==> src/rtl/pll_sup_pkg.sv <==
// Shared types and constants for the PLL lock supervisor.
package pll_sup_pkg;

    typedef enum logic [2:0] {
        RESET_PLL,
        WAIT_LOCK,
        STABLE,
        RUN,
        FAIL
    } pll_sup_state_t;

    localparam int RETRY_W = 8;

    // Largest of three values, used to size the shared sequencing counter.
    function automatic int max3(input int a, input int b, input int c);
        int m;
        m = (a > b) ? a : b;
        return (m > c) ? m : c;
    endfunction

endpackage

==> src/rtl/pll_lock_supervisor_sync_2ff.sv <==
// Two-flop synchronizer for a single asynchronous level into the local clock domain.
module sync_2ff (
    input  logic clk,
    input  logic rst_n,
    input  logic d,
    output logic q
);

    logic meta;

    // Shift the asynchronous level through two flops to settle metastability.
    always_ff @(posedge clk or negedge rst_n) begin
        if (!rst_n) begin
            meta <= 1'b0;
            q    <= 1'b0;
        end else begin
            meta <= d;
            q    <= meta;
        end
    end

endmodule

==> src/rtl/pll_lock_supervisor.sv <==
// PLL lock supervisor: drives the PLL reset, qualifies its locked output and
// releases core reset once lock has held long enough. Re-sequences on lock
// loss or lock timeout.
// Build option: define PLL_SUPERVISOR_GIVEUP_EN to enter FAIL after
// MAX_RETRIES timeouts; otherwise it retries forever and pll_fail stays 0.
module pll_lock_supervisor
    import pll_sup_pkg::*;
#(
    parameter int RST_CYCLES    = 16,
    parameter int LOCK_TIMEOUT  = 74250,
    parameter int STABLE_CYCLES = 1024,
    parameter int MAX_RETRIES   = 8
) (
    input  logic               clk_74a,
    input  logic               reset_n,
    input  logic               pll_locked,
    input  logic               pll_reset_req,
    output logic               pll_rst,
    output logic               core_reset_n,
    output logic               pll_ready,
    output logic               lock_lost,
    output logic [RETRY_W-1:0] retry_count,
    output logic               pll_fail
);

    localparam int CNT_MAX = max3(RST_CYCLES, LOCK_TIMEOUT, STABLE_CYCLES);
    localparam int CNT_W   = (CNT_MAX > 1) ? $clog2(CNT_MAX) : 1;

    localparam logic [CNT_W-1:0]   RST_LAST    = CNT_W'(RST_CYCLES - 1);
    localparam logic [CNT_W-1:0]   LOCK_LAST   = CNT_W'(LOCK_TIMEOUT - 1);
    localparam logic [CNT_W-1:0]   STABLE_LAST = CNT_W'(STABLE_CYCLES - 1);
    localparam logic [RETRY_W-1:0] RETRY_LIMIT = RETRY_W'(MAX_RETRIES);

`ifdef PLL_SUPERVISOR_GIVEUP_EN
    localparam bit GIVEUP_EN = 1'b1;
`else
    localparam bit GIVEUP_EN = 1'b0;
`endif

    pll_sup_state_t     state;
    pll_sup_state_t     state_nxt;
    logic [CNT_W-1:0]   cnt;
    logic [CNT_W-1:0]   cnt_nxt;
    logic [RETRY_W-1:0] retry_nxt;
    logic [RETRY_W-1:0] retry_sat;
    logic               lost_nxt;
    logic               locked_s;

    sync_2ff u_lock_sync (
        .clk   (clk_74a),
        .rst_n (reset_n),
        .d     (pll_locked),
        .q     (locked_s)
    );

    assign retry_sat = (retry_count == '1) ? retry_count : retry_count + 1'b1;

    // Next-state, retry and lock-loss decisions; a reset request overrides everything.
    always_comb begin
        state_nxt = state;
        retry_nxt = retry_count;
        lost_nxt  = 1'b0;
        if (pll_reset_req) begin
            state_nxt = RESET_PLL;
            if (state == FAIL) begin
                retry_nxt = '0;
            end
        end else begin
            case (state)
                RESET_PLL: begin
                    if (cnt == RST_LAST) begin
                        state_nxt = WAIT_LOCK;
                    end
                end
                WAIT_LOCK: begin
                    if (locked_s) begin
                        state_nxt = STABLE;
                    end else if (cnt == LOCK_LAST) begin
                        retry_nxt = retry_sat;
                        state_nxt = (GIVEUP_EN && (retry_sat >= RETRY_LIMIT)) ? FAIL : RESET_PLL;
                    end
                end
                STABLE: begin
                    if (!locked_s) begin
                        state_nxt = WAIT_LOCK;
                    end else if (cnt == STABLE_LAST) begin
                        state_nxt = RUN;
                    end
                end
                RUN: begin
                    if (!locked_s) begin
                        state_nxt = RESET_PLL;
                        lost_nxt  = 1'b1;
                    end
                end
                FAIL: begin
                    state_nxt = FAIL;
                end
                default: begin
                    state_nxt = RESET_PLL;
                end
            endcase
        end
    end

    // Shared counter restarts on every state change and only runs in timed states.
    always_comb begin
        cnt_nxt = cnt;
        if (pll_reset_req || (state_nxt != state)) begin
            cnt_nxt = '0;
        end else if ((state == RESET_PLL) || (state == WAIT_LOCK) || (state == STABLE)) begin
            cnt_nxt = cnt + 1'b1;
        end
    end

    // State register with outputs decoded from the next state so they move together.
    always_ff @(posedge clk_74a or negedge reset_n) begin
        if (!reset_n) begin
            state        <= RESET_PLL;
            cnt          <= '0;
            pll_rst      <= 1'b1;
            core_reset_n <= 1'b0;
            pll_ready    <= 1'b0;
            lock_lost    <= 1'b0;
            retry_count  <= '0;
`ifdef PLL_SUPERVISOR_GIVEUP_EN
            pll_fail     <= 1'b0;
`endif
        end else begin
            state        <= state_nxt;
            cnt          <= cnt_nxt;
            pll_rst      <= (state_nxt == RESET_PLL);
            core_reset_n <= (state_nxt == RUN);
            pll_ready    <= (state_nxt == RUN);
            lock_lost    <= lost_nxt;
            retry_count  <= retry_nxt;
`ifdef PLL_SUPERVISOR_GIVEUP_EN
            pll_fail     <= (state_nxt == FAIL);
`endif
        end
    end

`ifndef PLL_SUPERVISOR_GIVEUP_EN
    assign pll_fail = 1'b0;
`endif

endmodule
==> config.mk <==
export PLATFORM = sky130hd
export DESIGN_NAME = pll_lock_supervisor
export DESIGN_NICKNAME = d
export VERILOG_FILES = /design/src/rtl/pll_sup_pkg.sv /design/src/rtl/pll_lock_supervisor_sync_2ff.sv /design/src/rtl/pll_lock_supervisor.sv
export SDC_FILE = /design/constraint.sdc
export NUM_CORES = 1
export LEC_CHECK = 0
export CAP_MARGIN = 20
export CORE_ASPECT_RATIO = 1.75
export CORE_MARGIN = 8
export CORE_UTILIZATION = 60
export CTS_CLUSTER_DIAMETER = 150
export DETAILED_ROUTE_END_ITERATION = 10
export PLACE_DENSITY = 0.89
export SYNTH_ARGS = -nofsm -noshare
export SYNTH_HDL_FRONTEND = slang
export SYNTH_SLANG_ARGS = --single-unit
==> constraint.sdc <==
create_clock -name clk_74a -period 4.6 [get_ports clk_74a]
set_input_delay 0.46 -clock clk_74a [delete_from_list [all_inputs] [get_ports clk_74a]]
set_output_delay 0.46 -clock clk_74a [all_outputs]
set_load 0.05 [all_outputs]
---- After elaboration in Yosys (flattened, before gate mapping) ----
Index checks and enable logic that the tools add are counted.
word-level totals
  memories ................................ 0
  input bits .............................. 4
  bits in latches ......................... 0
  bits in registers ....................... 33
  logic and storage cells ................. 51
  bits in read-only memories .............. 0
  output and inout bits ................... 13
  RAM bits ................................ 0
cells by class
  divide/modulo/power cells ............... 0
  bitwise operators ....................... 0
  reduce and logical (&&, ||, !) cells .... 9
  add/sub/neg operators ................... 2
  mux-type cells .......................... 19
  equal/unequal tests ..................... 13
  order comparisons ....................... 0
  multiply operators ...................... 0
  shift-type cells ........................ 0
operators with widths
  cell                                             number
  two-way mux 8 bit                                6
  two-way mux 17 bit                               2
  two-way mux 3 bit                                7
  adder 17 x 1 -> 17 bit, second input constant    1
  == test 17 x 10 -> 1 bit, second input constant  1
  == test 17 bit, second input constant            1
  == test 17 x 4 -> 1 bit, second input constant   1
  one-hot mux 3 bit (5 select lines)               1
  == test 3 x 2 -> 1 bit, second input constant    3
  adder 8 x 1 -> 8 bit, second input constant      1
  == test 8 bit, second input constant             1
  logical NOT 3 bit                                2
  nonzero test 2 bit                               3
  AND reduction 5 bit                              1
  != test 2 bit, second input constant             2
  == test 3 x 1 -> 1 bit, second input constant    1
  == test 3 bit, second input constant             1
  logical OR 1 bit                                 3
  two-way mux 1 bit                                3
  != test 3 bit                                    1
  != test 2 x 1 -> 1 bit, second input constant    1

---- Logic depth before layout (Yosys ltp) ----
  depth after elaboration ................. 8
  mapped depth ............................ 7
  mapped depth without buffers ............ 7

---- Cells and area by module ----
Synthesis repeated with hierarchy kept, for this count alone.
unflattened totals
  cell total of the unflattened synthesis .. 173
  area, all modules ....................... 1699.1 sq um
modules (own cells, without submodules)
  module               instances  cells each  sequential area each (sq um)  area each (sq um)
  pll_lock_supervisor  1          171         777.0                         1649.1
  sync_2ff             1          2           50.0                          50.0

---- Worst setup path after synthesis ----
Ideal clock, no wire load.
  kind .................................... reg2reg
  from .................................... register state[2]
  to ...................................... register retry_count[0]
  data arrival time ....................... 1.978 ns
  slack ................................... 2.497 ns
  period minus slack after synthesis ...... 2.103 ns
  path buffers ............................ 1
  stages on the path, launching flop included .. 7
  cells stage by stage .................... dfrtp_1 buf_6 or4b_4 nor4_4 a21o_4 and2_2 mux2_2
on the way
  longest elaborated chain between the ends .. 3
  elaborated cells between the ends (all ways) .. 5
ends and longest elaborated chain
  what                                                                           line                                                  text
  start: declaration                                                             pll_lock_supervisor.sv:40                             pll_sup_state_t state;
  start signal: assignment                                                       pll_lock_supervisor.sv:130                            state <= state_nxt;
  == test 3 bit / == test 3 x 1 -> 1 bit (equally long branches)                 pll_lock_supervisor.sv:65, pll_lock_supervisor.sv:69
  != test 2 x 1 -> 1 bit (no line) / nonzero test 2 bit (equally long branches)  -
  AND reduction 5 bit (no line) *                                                -
  end signal: assignment                                                         pll_lock_supervisor.sv:136                            retry_count <= retry_nxt;
  end: declaration                                                               pll_lock_supervisor.sv:22                             output logic [RETRY_W-1:0] retry_count,
Mark *: on every way between the ends. The rest lies on a longest branch, timed or not.
A chain may end at the register's enable or synchronous reset.

---- Final worst setup path ----
  from .................................... register cnt[0]
  to ...................................... register cnt[0]
on the way
  longest elaborated chain between the ends .. 8
  elaborated cells between the ends (all ways) .. 16
ends and longest elaborated chain
  what                                                               line                                                  text
  start: declaration                                                 pll_lock_supervisor.sv:42                             logic [CNT_W-1:0] cnt;
  start signal: assignment                                           pll_lock_supervisor.sv:131                            cnt <= cnt_nxt;
  == test 17 x 10 -> 1 bit / == test 17 bit (equally long branches)  pll_lock_supervisor.sv:86, pll_lock_supervisor.sv:78
  two-way mux 3 bit (on tied branches)                               pll_lock_supervisor.sv:86, pll_lock_supervisor.sv:78
  two-way mux 3 bit (on tied branches)                               pll_lock_supervisor.sv:84, pll_lock_supervisor.sv:76
  one-hot mux 3 bit (5 select lines)                                 pll_lock_supervisor.sv:69                             case (state)
  two-way mux 3 bit                                                  pll_lock_supervisor.sv:63                             if (pll_reset_req) begin
  != test 3 bit                                                      pll_lock_supervisor.sv:109                            if (pll_reset_req || (state_nxt != state)) begin
  logical OR 1 bit                                                   pll_lock_supervisor.sv:109
  two-way mux 17 bit / nonzero test 2 bit (equally long branches)    -
Parallel ways exist; a longest one is shown, timed or not. The select of a mux whose other input is x is not followed.

==> metrics.md <==
| Metric | Value |
|---|---|
| Post-synthesis register bit count | 33 |
| Launching element type of the critical path | register |
| Sum of overflow across all layers after global routing | 0 |
| Portion of the post-synthesis area used by sequential elements | around 44% |
| Count of instances resized after the clock tree is built | 0 |
| Result of the run | completed |
| Synth area leader | sky130_fd_sc_hd__dfrtp_1 |
| Chip width | 58.10 um |
| Final setup fails | 0 |
| Net count after synthesis | 199 |
| RSZ-0062 raised after global routing | no |
| CTS Buf Count | 5 |
| Post-detailed-route wirelength per cell | 18.56 um |
| Reg2reg start | cnt[0]$_DFFE_PN0P_ |
| Area of the core | 3040 um^2 |
| Clock transition at the registers of the reported paths | 0.06 ns |
| Largest family of logic cells by synthesized area | simple AND/OR/NAND/NOR gates |
| Dominant register cell in the synthesized netlist | sky130_fd_sc_hd__dfrtp_1 |
| Share of the synthesized area in compound gates (AO/OA/AOI/OAI) | 15.47% |
| Overall die area | 5209 um^2 |
| Number of antenna violations at the first check in global routing | 0 |
| Number of synthesized flops with an enable pin | 0 |
| Multi-input combinational cell area | 953.4 um^2 |
| Signed area change from the synthesized netlist to the final layout | 11.84% |
| Aggregate global-route resource usage | between 10% and 20% |
| Count of buffers added by post-CTS timing repair for setup | 0 |
| Origin of the worst setup path | cnt[0]$_DFFE_PN0P_ |
| Source-to-sink clock delay at the later pin of the worst-skew pair | around 0.29 ns |
| Final HPWL from detailed placement | roughly 3.1 mm |
| Vert. Die Dim | 89.67 um |
| Clock net sink count | 33 |
| Multiplexer fraction of the synthesized cell area | 3.093% |
| Std cell rows | 27 |
| Largest net degree at the start of global routing | 34 |
| Post-synth cell types | 49 |
| Routability-driven placement congestion ratio | about 0.94 |
| Vias in the first global route | 1581 |
| Clock H-tree levels | 2 |
| Worst setup EP type | register |
| Number of I/O pins | 17 |
| Wire length of the first global-routing pass | 7.286 mm |
| WS Path Type | register to register |
| Headroom to the max-slew limit | between 40% and 50% |
| Number of buffer cells added on primary ports | 15 |
| Area occupied by registers | 827.0 um^2 |
| Detailed-route DRC error count | 0 |
| Post-layout utilization of the core | 68.44% |
| Total Neg Setup Slack | 0 ns |
| Total of warnings raised by yosys | 0 |
| Required arrival time at the worst endpoint | around 4.7 ns |
| Crit Path Max Fanout | 9 |
| Starting DRC count in detailed routing | 73 |
| Clock Tree Root | sky130_fd_sc_hd__clkbuf_8 |
| Share of final-layout standard cells stronger than drive strength 1 | 10.29% |
| Power Dens Cells | 262.9 nW/um^2 |
| Max Freq | 426.8 MHz |
| Cell count after synthesis | roughly 190 |
| Final wirelength | 4.325 mm |
| Vias per std cell | 6.760 |
| Launch point of the worst hold path | u_lock_sync.meta$_DFF_PN0_ |
| WP data arrival | 2.48 ns |
| Basic-gate share of the synthesized area counting and, or, nand and nor cells | 24.82% |
| Number of filler cells placed in the layout | approximately 230 |
| Portion of the clock cycle consumed by the worst path in the final layout | 50.94% |
| Static leakage | 0.8975 nW |
| Worst setup slack after layout | 2.257 ns |
| Post-synthesis xor/xnor area fraction | 5.649% |
| Worst slack after detailed placement | 1.903 ns |
| Worst supply voltage drop on vdd | between 0.2 and 0.3 mV |
| Adder and majority cell fraction of the synthesized area | 2.017% |
| Minimum period implied by the final worst setup slack | 2.343 ns |
| Number of buffers added to fix hold violations after cts | 0 |
| Clock tree from TritonCTS | built |
| Total number of vias | about 1600 |
| Hold Crit Class | register to register |
| Fin nets | 210 |
| Leading cell types by total area after synthesis | sky130_fd_sc_hd__dfrtp_1, sky130_fd_sc_hd__a211oi_1, sky130_fd_sc_hd__a21oi_1 |
| Tightest Pin Transition | roughly 0.86 ns |
| Max-Cap Viols | 0 |
| Pins Over Slew Limit | 0 |
| Final-report hold violation count | 0 |
| Count of antenna-violating nets left after detailed routing | 0 |
| Mapped Area | 1861 um^2 |
| Length of the first detailed-routing pass in iterations | 4 |
| Post-synth top area share | between 40% and 50% |
| Maximum buffer depth of the clock tree | 2 |
| Count of antenna diodes in the layout | 0 |
| Mean instance size in the synthesized netlist | approximately 9.7 um^2 |
| Asr flop ratio synth | 100.0% |
| Skew final | approximately 0.0091 ns |
| Initial Utilization | 61.19% |
| Minimum hold slack | 0.3506 ns |
worst max-delay path, stage by stage, from the launching register on:
cell and delay [ns]:
sky130_fd_sc_hd__dfrtp_1 0.41, sky130_fd_sc_hd__ha_1 0.23, sky130_fd_sc_hd__nor4bb_1 0.48, sky130_fd_sc_hd__nand3_1 0.14, sky130_fd_sc_hd__o21a_1 0.21, sky130_fd_sc_hd__o21ai_0 0.33, sky130_fd_sc_hd__buf_2 0.29, sky130_fd_sc_hd__a211oi_1 0.10
registers in the layout, indices dropped and copies added, names as in the netlist:
name / flops
u_lock_sync.q: 1
cnt: 17
u_lock_sync.meta: 1
lock_lost: 1
state: 3
pll_ready: 1
retry_count: 8
pll_rst: 1
routing by layer:
| metal | vias to the layer above | wire length, um | global-route usage (%) |
|---|---|---|---|
| met5 | - | 0 | 0 |
| met4 | 0 | 182 | 13.00 |
| met3 | 15 | 213 | 4.850 |
| met2 | 61 | 2367 | 33.78 |
| met1 | 779 | 1562 | 17.64 |
| li1 | 720 | - | - |
metrics by stage:
| step | total power [mW] | std cells | area, um^2 |
|---|---|---|---|
| finish | 0.5470 | 233 | 2081 |
| global route | 0.5688 | 233 | 2081 |
| CTS | 0.5532 | 232 | 2076 |
| detailed placement | 0.3289 | 224 | 1986 |
| global placement | 0.3270 | 224 | 1986 |
| floorplan | 0.3163 | 192 | 1861 |
path summary, 6_finish.rpt:
path,end,slack [ns],cells after the start
worst min register to register,u_lock_sync.q$_DFF_PN0_,0.35,0
worst max-delay path,cnt[0]$_DFFE_PN0P_,2.26,7
min in group asynchronous,cnt[5]$_DFFE_PN0P_,0.57,2
worst min-delay path,u_lock_sync.q$_DFF_PN0_,0.35,0
max in group asynchronous,pll_rst$_DFF_PN1_,3.69,2
worst max register to register,cnt[0]$_DFFE_PN0P_,2.26,7
where the power goes:
group / switching [mW] / total [mW] / internal [mW]
Sequential: 0.00407 / 0.297 / 0.293
Clock: 0.102 / 0.223 / 0.122
Combinational: 0.0173 / 0.0260 / 0.00875
Total: 0.123 / 0.547 / 0.424
cells by family (layout without fill, tap and decap cells):
logic type | count (synthesis) | after routing
adders and majority gates | 3 | 3
muxes | 5 | 5
DFF | 33 | 33
xor gates and xnor gates | 12 | 12
buffers and inverters | 16 | 28
AOI/OAI and AO/OA | 42 | 42
and+or+nand+nor | 80 | 80
other | 1 | 1
area by class of cell:
cell class | count | area share [%]
multi-input cells | 143 | 45.82
inverters | 3 | 0.5412
well taps | 29 | 1.744
flip-flops and latches | 33 | 39.75
repair buffers | 17 | 7.817
clock buffers | 8 | 4.330
Yosys cell counts (all sizes together) (2+ instances only):
library cell  number
a211oi            10
a21oi             13
a31oi              2
and2               2
and3               8
and4               4
buf                7
clkbuf             6
dfrtp             32
ha                 3
inv                3
mux2               3
mux2i              2
nand2             12
nand2b             2
nand3              9
nand4              6
nor2              16
nor2b              3
nor3               6
o211ai             2
o21ai              5
or2                2
or3                4
xnor2              5
xor2               7
placed cells by master, fill, tap and decap left out, drive strengths merged, types with 4 or more instances in the layout:
cell           count
a21oi             13
or3                4
and3               8
o21ai              5
dfrtp             32
nor2              16
a211oi            10
nand4              6
nor3               6
xnor2              5
clkdlybuf4s50     15
and4               4
xor2               7
nand3              9
nand2             12
clkbuf             8
Power figures use the tool's default switching activity.
